===== config.mk =====
export PLATFORM = sky130hd
export DESIGN_NAME = apb_slave_mem
export DESIGN_NICKNAME = d
export VERILOG_FILES = /design/src/rtl/apb_slave_mem.sv
export SDC_FILE = /design/constraint.sdc
export NUM_CORES = 1
export LEC_CHECK = 0
export ABC_AREA = 1
export ABC_CLOCK_PERIOD_IN_PS = 24200
export BUFFER_PORTS_ARGS = -buffer_cell sky130_fd_sc_hd__buf_2
export CAP_MARGIN = 0
export CORE_ASPECT_RATIO = 0.75
export CORE_UTILIZATION = 61
export DETAILED_ROUTE_END_ITERATION = 10
export PLACE_DENSITY = 0.79
export SETUP_SLACK_MARGIN = 0.15
export SYNTH_ARGS = -nofsm -noshare
export SYNTH_HDL_FRONTEND = slang
export SYNTH_SLANG_ARGS = --single-unit

===== constraint.sdc =====
create_clock -name ACLK -period 24.2 [get_ports ACLK]
set_input_delay 2.42 -clock ACLK [delete_from_list [all_inputs] [get_ports ACLK]]
set_output_delay 2.42 -clock ACLK [all_outputs]
set_load 0.05 [all_outputs]

===== src/rtl/apb_slave_mem.sv =====
// APB completer backed by a small word-addressed register memory, with
// programmable wait states, range-error response and saturating transfer counters.
module apb_slave_mem #(
    parameter int unsigned                APB_ADDR_WIDTH = 32,
    parameter int unsigned                APB_DATA_WIDTH = 32,
    parameter int unsigned                MEM_DEPTH      = 16,
    parameter logic [APB_ADDR_WIDTH-1:0]  BASE_ADDR      = '0,
    parameter int unsigned                WAIT_CYCLES    = 1
) (
    input  logic                      ACLK,
    input  logic                      ARESET,
    input  logic                      PSEL,
    input  logic                      PENABLE,
    input  logic                      PWRITE,
    input  logic [APB_ADDR_WIDTH-1:0] PADDR,
    input  logic [APB_DATA_WIDTH-1:0] PWDATA,
    output logic [APB_DATA_WIDTH-1:0] PRDATA,
    output logic                      PREADY,
    output logic                      PSLVERR,
    output logic [15:0]               WR_CNT,
    output logic [15:0]               RD_CNT
);

    localparam int unsigned IDX_W  = (MEM_DEPTH > 1) ? $clog2(MEM_DEPTH) : 1;
    localparam int unsigned WAIT_W = 4;
    localparam int unsigned OFF_W  = APB_ADDR_WIDTH - 2;

    typedef enum logic {
        IDLE,
        ACCESS
    } state_t;

    state_t                    state;
    logic [WAIT_W-1:0]         waitcnt;
    logic                      wr_q;
    logic                      err_q;
    logic [IDX_W-1:0]          idx_q;
    logic [APB_DATA_WIDTH-1:0] mem [MEM_DEPTH];

    logic [OFF_W-1:0]          off_w;
    logic [IDX_W-1:0]          idx;
    logic                      err;

    // Word offset from the base; the two byte-lane bits of PADDR drop out here.
    assign off_w = OFF_W'((PADDR - BASE_ADDR) >> 2);
    assign idx   = off_w[IDX_W-1:0];
    assign err   = (PADDR < BASE_ADDR) || (|off_w[OFF_W-1:IDX_W]);

    always_ff @(posedge ACLK or posedge ARESET) begin
        if (ARESET) begin
            state   <= IDLE;
            waitcnt <= '0;
            wr_q    <= 1'b0;
            err_q   <= 1'b0;
            idx_q   <= '0;
            PRDATA  <= '0;
            PREADY  <= 1'b0;
            PSLVERR <= 1'b0;
            WR_CNT  <= '0;
            RD_CNT  <= '0;
            mem     <= '{default: '0};
        end else begin
            case (state)
                IDLE: begin
                    // Setup phase: capture the request; PENABLE alone is ignored.
                    if (PSEL && !PENABLE) begin
                        state   <= ACCESS;
                        wr_q    <= PWRITE;
                        err_q   <= err;
                        idx_q   <= idx;
                        waitcnt <= WAIT_W'(WAIT_CYCLES);
                        PRDATA  <= (PWRITE || err) ? '0 : mem[idx];
                        PREADY  <= (WAIT_CYCLES == 0);
                        PSLVERR <= (WAIT_CYCLES == 0) && err;
                    end
                end
                ACCESS: begin
                    if (!PSEL) begin
                        state   <= IDLE;
                        PRDATA  <= '0;
                        PREADY  <= 1'b0;
                        PSLVERR <= 1'b0;
                    end else if (waitcnt != '0) begin
                        // PREADY rises together with the counter reaching zero.
                        waitcnt <= waitcnt - WAIT_W'(1);
                        PREADY  <= (waitcnt == WAIT_W'(1));
                        PSLVERR <= (waitcnt == WAIT_W'(1)) && err_q;
                    end else if (PENABLE) begin
                        state   <= IDLE;
                        PRDATA  <= '0;
                        PREADY  <= 1'b0;
                        PSLVERR <= 1'b0;
                        if (!err_q) begin
                            if (wr_q) begin
                                mem[idx_q] <= PWDATA;
                                if (WR_CNT != 16'hFFFF) WR_CNT <= WR_CNT + 16'd1;
                            end else begin
                                if (RD_CNT != 16'hFFFF) RD_CNT <= RD_CNT + 16'd1;
                            end
                        end
                    end
                end
                default: state <= IDLE;
            endcase
        end
    end

endmodule


==> results of run 1 <==
==> sequential cells by signal, indices dropped and copies added (netlist names), 4 cells and up <==
register / cells
mem: 512
PRDATA: 32
RD_CNT: 16
WR_CNT: 16
idx_q: 4
waitcnt: 4
==> cell usage in the layout, fill, tap and decap left out, types with 19 or more instances in the layout <==
cell type,synthesis,final
buf_2,35,130
buf_4,1,28
clkbuf_16,0,56
clkbuf_8,0,19
dfrtp_1,589,589
inv_1,69,66
nand2_1,1247,1246
nand3_1,499,499
nor2_1,68,67
o21ai_0,475,475
o21ai_1,53,53
==> final timing paths <==
check                             to  slack, ns  startpoint  cells after the start
min in group asynchronous   mem[224]       2.02      ARESET                      2
max                        PRDATA[8]      19.49    PADDR[3]                      8
max reg2reg                 mem[282]      21.40  waitcnt[0]                      7
min                         mem[132]       0.48    mem[132]                      2
min reg2reg                 mem[132]       0.48    mem[132]                      2
max in group asynchronous   mem[473]      19.91      ARESET                      4
==> metal layers <==
metal	vias to the layer above	wire (um)	part of all wire
met2	1207	34650	0.46
met5	-	0	0
li1	10762	-	-
met3	219	7105	0.095
met1	11325	29980	0.40
met4	0	3198	0.043
==> synth_stat cells <==
cell      count  area share
o21ai_0     475       0.089
ha_1          5      0.0023
nor2_1       68      0.0095
nor3b_1       2     0.00056
nand3b_1      1     0.00028
clkbuf_2     25      0.0047
o21ai_1      53      0.0099
nand3_4       9      0.0059
buf_6         1     0.00042
nor2_2        1     0.00023
or2_2         1     0.00023
xnor2_1      11      0.0036
nand4_1       7      0.0016
nor3_1        5     0.00093
inv_2         4     0.00056
o21a_1        1     0.00028
inv_1        69      0.0097
a21boi_0      1     0.00028
buf_12        1     0.00075
nor2_4        1     0.00042
nand3_1     499       0.093
buf_4         1     0.00028
nand3_2       7      0.0026
dfrtp_1     589        0.55
clkbuf_1    157       0.022
o22ai_1       1     0.00023
nor3_4        1     0.00061
xor2_1       11      0.0036
nand2_2       2     0.00047
buf_2        35      0.0065
buf_1        26      0.0036
nand2_1    1247        0.17
==> logic make-up after synthesis <==
| family | after synthesis |
|---|---|
| AO/OA/AOI/OAI | 531 |
| adder cells (fa/ha/maj) | 5 |
| flip-flops | 589 |
| buffers and inverters | 319 |
| AND/OR/NAND/NOR | 1851 |
| XOR/XNOR | 22 |
==> metrics by stage <==
step | hold slack (ns) | total power [uW] | std cells
6_report | 0.4843 | 2156 | 3912
3_3_place_gp | 0.4590 | 1261 | 3808
3_5_place_dp | 0.4608 | 1273 | 3808
2_1_floorplan | 0.4529 | 1216 | 3317
5_1_grt | 0.4954 | 2233 | 3912
4_1_cts | 0.4856 | 2162 | 3912
==> worst max-delay path, cell delays in order <==
cell	delay, ns
buf_4	0.36
inv_4	0.66
buf_4	0.92
nand3_1	0.18
nand3_1	0.12
nand3_1	0.10
nand3_1	0.26
nand2_1	0.08
==> layout make-up <==
| class | instances | share of cell area |
|---|---|---|
| Inverter | 73 | 0.009879 |
| Multi-Input combinational cell | 2409 | 0.3669 |
| Clock inverter | 25 | 0.007826 |
| Clock buffer | 79 | 0.05701 |
| Tap cell | 578 | 0.02472 |
| Sequential cell | 589 | 0.5038 |
| Timing Repair Buffer | 159 | 0.02989 |
==> power by group through the flow <==
stage	Sequential, uW	Combinational [uW]	Clock (uW)
CTS	1060	201	905
global route	1060	225	946
global placement	1070	190	0
detailed placement	1070	199	0
finish	1060	202	897
floorplan	1080	139	0
==> impl_metrics.toml, run 1 <==
[final_layout]
finish.instance_area_mm2 = 0.02926
fill_cells = 3453
fin_nets = 3361
final_util = 0.6761
antenna_cells = 0
area.growth.synth_to_final_pct = 9.317
drive_gt1_frac = 0.08668
multi_input_area_mm2 = 0.01073
register_area_mm2 = 0.01474

[global_routing]
first_global_vias = 22485
grt_usage = 0.3389
met2_usage = 0.5481
antenna_found_initial = 1
met1_usage = 0.4606
grt_overflow = 0
grt_max_degree = 140
grt_busiest_layer = "met2"
grt_first_pass_wirelength_um = 119400
use_met3 = 0.04726

[yosys]
syn-num-nets = 3391
syn_area_mm2 = 0.02676
yosys.area_share.simple = 0.2916
synth.avg_cell_area_um2 = 8.068
yosysSeqAreaShare = 0.5507
synth_cell_type_count = 32
synth_xor_area_frac = 0.007200
yosys.area_share.adder = 0.002338
synthCells = 3317
yosys-mux-area-fraction = 0
ys.warnings.count = 0
synth_top_family_by_area = "simple AND/OR/NAND/NOR gates"
synth_compound_gate_area_share = 0.09953
synth-seq-cells = 589

[clock_network]
clock_path_buffers = 3
post_cts_buffers = 0
cts_max_level = 2
postCtsResizedCells = 0
clock_sinks = 589
cts.clk_slew.worst_paths_ns = 0.07
insertion_delay_ns = 0.60
cts_buffers = 55
cts_hold_buffers = 0
clock-root-buffer = "clkbuf_16"
cts_tree = "built"

[sta]
period_share = 0.1945
fin_crit_ns = 4.707
hold_violations = 0
timing.slew.headroom = 0.2450
setup_violations = 0
max_slew.worst_pin.slew_ns = 1.132
fmax_mhz = 212.5
fin_tns_setup_ns = 0
finClkSkew_ns = 0.01671
final_max_slew_viol_count = 0
setup_slack_ns = 19.49
rsz0062_at_grt = "no"

[power_and_ir_drop]
switching_power_uw = 561.1
ir_drop_v = 0.00006461
combPwrFrac = 0.094
power.density_mw_per_mm2 = 73.71
p_leak_uw = 0.01361
seqPwrFrac = 0.490
clkPwrFrac = 0.416
intPower_uw = 1595
p_sw_frac = 0.2602

[outcome]
status = "complete, no violations"

[critical_path]
arrival_ns = 5.20
criticalPathCategory = "input port to flop"
crit_required_ns = 24.69
start_kind = "input port"
cp-end-kind = "flop"
path_max_fanout = 77

[floorplan]
core_mm2 = 0.04327
initial_utilization = 0.6185
die_h_um = 183.4
num_io_pins = 135
die_area_mm2 = 0.04472
fp.dieW_um = 243.9
rows = 66

[hold_path]
hold_path_class = "flop to flop"

[drt]
drt-initial-drc-count = 3212
vias = 23513
drc = 0
drt_pass1_iterations = 6
ant_nets = 0
vias_per_cell = 6.010
wl_per_cell_um = 19.15
wl_um = 74930

[flow_run]
cap_violations = 0

[place]
place_area_mm2 = 0.02736
pre_cts_slack_ns = 18.96
gp_congestion = 0.8421
numPortBuffers = 132
hpwl_um = 38820
No activity file was read; power rests on OpenSTA's default activity.
==> run 2, diff against run 1 <==
- ABC_CLOCK_PERIOD_IN_PS: 24200 -> 4900
- clock period: 24.2 -> 4.9 ns (I/O delays scaled with it)
==> run 2 against run 1 <==
  * Setup slack worse by 18 ns
  * Highest routed layer unchanged
  * Clock power rose to 4.8 times the previous value
  * Critical endpoint is now mem[498]
  * Register-to-register slack worse by 20 ns
  * Sequential power rose to 4.9 times the previous value
  * Total power rose to 4.9 times the previous value
  * Global-route usage up 0.13 points
==> impl_metrics.toml, run 2 (synthesized netlist as in run 1, its figures left out) <==
[outcome]
status = "complete, no violations"

[power_and_ir_drop]
clkPwrFrac = 0.410
ir_drop_v = 0.0002916
power.density_mw_per_mm2 = 361.3
p_sw_frac = 0.2557
switching_power_uw = 2700
intPower_uw = 7862
combPwrFrac = 0.095
p_leak_uw = 0.01357
seqPwrFrac = 0.495

[critical_path]
timing.rr.end = "mem[498]"
path_max_fanout = 35
worst-r2r-setup-slack_ns = 1.63
start_kind = "flop"
cp-end-kind = "flop"
path_cells = "inv_1 > ha_1 > nand2_2 > nor3_4 > nand3_2 > buf_4 > nand2_1 > o21ai_0"
crit_required_ns = 5.34
criticalPathCategory = "flop to flop"
rr_worst_depth = 8
arrival_ns = 3.71
worstReg2RegStart = "waitcnt[0]"
crit_path_top_delay_cell = "nand3_2"
slowest_delay_ns = 0.94

[final_layout]
fin_nets = 3359
largest-register = "mem"
final_common_cell = "nand2_1"
stdcell_count = 3906
drive_gt1_frac = 0.08053
finish.instance_area_mm2 = 0.02923
fill_cells = 3410
top_regs = "mem (512), PRDATA (32)"
largest_reg_flops = 512
area.growth.synth_to_final_pct = 9.219
antenna_cells = 0
layout_common_cells = "nand2_1 (1,247), dfrtp_1 (589), nand3_1 (499)"
final_util = 0.6755

[flow_run]
cap_violations = 0

[clock_network]
cts.clk_slew.worst_paths_ns = 0.06
clock_sinks = 589
cts_hold_buffers = 0
clock_path_buffers = 3
insertion_delay_ns = 0.60
cts_max_level = 2
clock-root-buffer = "clkbuf_16"
cts_buffers = 55
postCtsResizedCells = 0
cts_tree = "built"
post_cts_buffers = 0

[floorplan]
die_area_mm2 = 0.04472
initial_utilization = 0.6185
fp.dieW_um = 243.9
core_mm2 = 0.04327
num_io_pins = 135
die_h_um = 183.4
rows = 66

[drt]
drt_pass1_iterations = 6
ant_nets = 0
wl_um = 74810
wl_per_cell_um = 19.15
drc = 0
vias = 23549
vias_per_cell = 6.029
drt-initial-drc-count = 2820

[global_routing]
grt_first_pass_wirelength_um = 119700
met2_usage = 0.5450
use_met3 = 0.05575
grt_overflow = 0
grt_max_degree = 194
met1_usage = 0.4654
grt_busiest_layer = "met2"
grt_usage = 0.3402
antenna_found_initial = 1
first_global_vias = 22534

[sta]
fin_crit_ns = 3.266
timing.slew.headroom = 0.2328
finClkSkew_ns = 0.02271
setup_violations = 0
max_slew.worst_pin.slew_ns = 1.148
rsz0062_at_grt = "no"
final_max_slew_viol_count = 0
period_share = 0.6665
fmax_mhz = 306.2
hold_violations = 0

[place]
gp_congestion = 0.8647
place_area_mm2 = 0.02741
numPortBuffers = 132
hpwl_um = 40030
post-place-cells = 3806

[hold_path]
hold_path_class = "input port to asynchronous set/reset pin"
-- run 2: changes by cell type in the layout (fill, tap and decap cells not counted), sizes merged --
cell | previous run | this run
clkinv | 16 | 8
buf | 158 | 156
bufinv | 3 | 4
clkinvlp | 4 | 2
clkbuf | 80 | 88
inv | 75 | 72
-- run 2: layout make-up --
class,instances,area [um2],area share
inverters,73,285.3,0.009759
repair buffers,157,934.6,0.03198
flip-flops and latches,589,14740,0.5042
multi-input cells,2409,10730,0.3671
clock inverters,13,167.7,0.005736
clock buffers,87,1649,0.05642
well taps,578,723.2,0.02474
-- run 2: how the worst max path moves through the flow --
stage               start  slack [ns]        end
6_report       waitcnt[0]        1.63   mem[498]
2_1_floorplan      ARESET       -3.62  PRDATA[0]
5_1_grt        waitcnt[0]        1.52    mem[59]
4_1_cts        waitcnt[0]        1.72   mem[107]
3_3_place_gp         PSEL        1.83    mem[63]
3_5_place_dp         PSEL        1.75   mem[151]
-- run 2: metrics by stage --
| step | total power (uW) | hold slack, ns | setup TNS, ns | worst slack (ns) |
|---|---|---|---|---|
| finish | 10560 | 0.06350 | 0 | 1.634 |
| CTS | 10580 | 0.07990 | 0 | 1.723 |
| floorplan | 6010 | 0.4529 | -2131.81 | -3.619 |
| detailed placement | 6291 | 0.4653 | 0 | 1.747 |
| global placement | 6235 | 0.4594 | 0 | 1.835 |
| global route | 10940 | 0.1145 | 0 | 1.519 |
-- run 2: worst max-delay path: cells and delay by family (launching register included) --
kind	cells	cell delay (ns)
and+or+nand+nor	4	1.68
DFF	1	0.43
buffers and inverters	2	0.72
adders and majority gates	1	0.17
AOI/OAI and AO/OA	1	0.10
-- run 2: power groups by stage --
stage | combinational (uW) | sequential (uW) | clock (uW)
after floorplan | 686 | 5320 | 0
after global placement | 945 | 5290 | 0
after detailed placement | 987 | 5300 | 0
after CTS | 995 | 5220 | 4360
after global routing | 1130 | 5240 | 4570
final | 1000 | 5220 | 4340
-- run 2: per-layer routing --
metal / routed length, um / vias up
met3: 8082 / 188
li1: - / 10757
met5: 0 / -
met4: 2585 / 0
met1: 29520 / 11198
met2: 34620 / 1406
==> run 3, diff against run 2 <==
- ABC_CLOCK_PERIOD_IN_PS: 4900 -> 3100
- clock period: 4.9 -> 3.1 ns (I/O delays scaled with it)
==> run 3 against run 2 <==
  * First-iteration DRC count decreased by 9.1%
  * Clock-buffer cell count is 2 lower
  * Sequential power rose by 58%
  * Combinational power rose by 62%
  * Die area unchanged
==> impl_metrics.toml, run 3 (synthesized netlist as in run 1, its figures left out) <==
[critical_path]
arrival_ns = 3.07
criticalPathCategory = "flop to flop"
crit_path_start = "waitcnt[0]"
crit_path_top_delay_cell = "nor3_4"
path_max_fanout = 64
worstReg2RegStart = "waitcnt[0]"
path_common_cell = "buf_4"
crit_required_ns = 3.60
cp-end-kind = "flop"
slowest_delay_ns = 0.47
path_cells = "inv_1 > ha_1 > nand2_2 > nor3_4 > buf_4 > nand3_4 > buf_4 > o21ai_0"
start_kind = "flop"

[floorplan]
num_io_pins = 135
fp.dieW_um = 243.9
die_h_um = 183.4
core_mm2 = 0.04327
rows = 66
die_area_mm2 = 0.04472
initial_utilization = 0.6185

[sta]
max_slew.worst_pin.slew_ns = 1.139
rsz0062_at_grt = "no"
fin_crit_ns = 2.575
fin_hold_ws_ns = 0.1077
period_share = 0.8307
hold_violations = 0
timing.slew.headroom = 0.2407
setup_violations = 0
final_max_slew_viol_count = 0
fmax_mhz = 388.3
finClkSkew_ns = 0.02336
setup_slack_ns = 0.5249
fin_tns_setup_ns = 0

[place]
hpwl_um = 40360
pre_cts_slack_ns = 0.5913
gp_congestion = 0.8808
numPortBuffers = 132

[drt]
drt_pass1_iterations = 8
wl_um = 75290
vias_per_cell = 5.968
vias = 23502
drt-initial-drc-count = 2563
ant_nets = 0
wl_per_cell_um = 19.12
drc = 0

[power_and_ir_drop]
p_leak_uw = 0.01384
power.density_mw_per_mm2 = 582.0
power_uw = 17320
ir_drop_v = 0.0004725

[final_layout]
fin_nets = 3388
final_util = 0.6878
largest_reg_flops = 512
largest-register = "mem"
final_common_cell = "nand2_1"
fill_cells = 3327
drive_gt1_frac = 0.09048
antenna_cells = 0
area.growth.synth_to_final_pct = 11.20
layout_common_cells = "nand2_1 (1,247), dfrtp_1 (589), nand3_1 (499)"
top_regs = "mem (512), PRDATA (32)"

[clock_network]
clock-root-buffer = "clkbuf_16"
clock_sinks = 589
cts.clk_slew.worst_paths_ns = 0.06
cts_buffers = 56
cts_max_level = 2
clock_path_buffers = 3
insertion_delay_ns = 0.61
cts_tree = "built"

[global_routing]
grt_overflow = 0
grt_first_pass_wirelength_um = 120800
grt_usage = 0.3433
first_global_vias = 22720
antenna_found_initial = 0
grt_max_degree = 158

[hold_path]
hold_path_class = "input port to flop"
min_from = "PENABLE"

[flow_run]
cap_violations = 0

[outcome]
status = "complete, no violations"
run 3: changes by cell type in the layout (fill, tap and decap cells not counted):
cell           change
buf_12             +9
buf_4             +18
bufinv_16          +5
clkbuf_1           -5
clkbuf_16          +1
clkbuf_8           +2
clkinv_2           -1
clkinv_8           +1
clkinvlp_4         -1
dlygate4sd3_1      +1
inv_6              +2
run 3: final cells by class:
cell class | instances | area [um2] | area share
Clock inverter | 19 | 339.1 | 0.01139
Multi-Input combinational cell | 2409 | 10730 | 0.3606
Inverter | 73 | 285.3 | 0.009585
Timing Repair Buffer | 185 | 1260 | 0.04234
Tap cell | 578 | 723.2 | 0.02430
Clock buffer | 85 | 1683 | 0.05655
Sequential cell | 589 | 14740 | 0.4952
run 3: metal layers:
metal  routed length, um  global-route usage  part of all wire
met4                2690              0.1340             0.036
met5                 101             0.01634            0.0013
met3                7782             0.06058              0.10
met1               29890              0.4691              0.40
met2               34820              0.5486              0.46
run 3: final timing paths:
check                                   to  slack [ns]  depth (start not counted)
worst min-delay path                 state        0.11                          3
worst max-delay path              mem[306]        0.52                          8
max in group asynchronous        RD_CNT[0]        1.72                          5
worst max register to register    mem[306]        0.52                          8
worst min register to register  PRDATA[25]        0.48                          2
min in group asynchronous       PRDATA[11]        0.29                          3
run 3: critical path, delay by kind of cell, from the launching register on:
family,cells,cell delay [ns]
buffers and inverters,3,0.88
and+or+nand+nor,3,0.65
DFF,1,0.40
AOI/OAI and AO/OA,1,0.35
adders and majority gates,1,0.16
run 3: power breakdown:
group	leakage (uW)	total, uW	internal [uW]	switching [uW]
combinational	0.00466	1620	457	1160
sequential	0.00819	8260	8040	219
clock	0.000995	7450	4490	2960
total	0.0138	17300	13000	4340
run 3: through the flow:
stage | area [um2] | std cells
floorplan | 26770 | 3317
CTS | 29760 | 3938
finish | 29760 | 3938
global placement | 27730 | 3833
global route | 29760 | 3938
detailed placement | 27730 | 3833
run 3: repair_timing:
item,in CTS,in global routing
hold endpoints to repair,7,0
endpoints found under the setup margin,0,0
resized for setup,0,0
buffers inserted,0,0
hold buffers,1,0
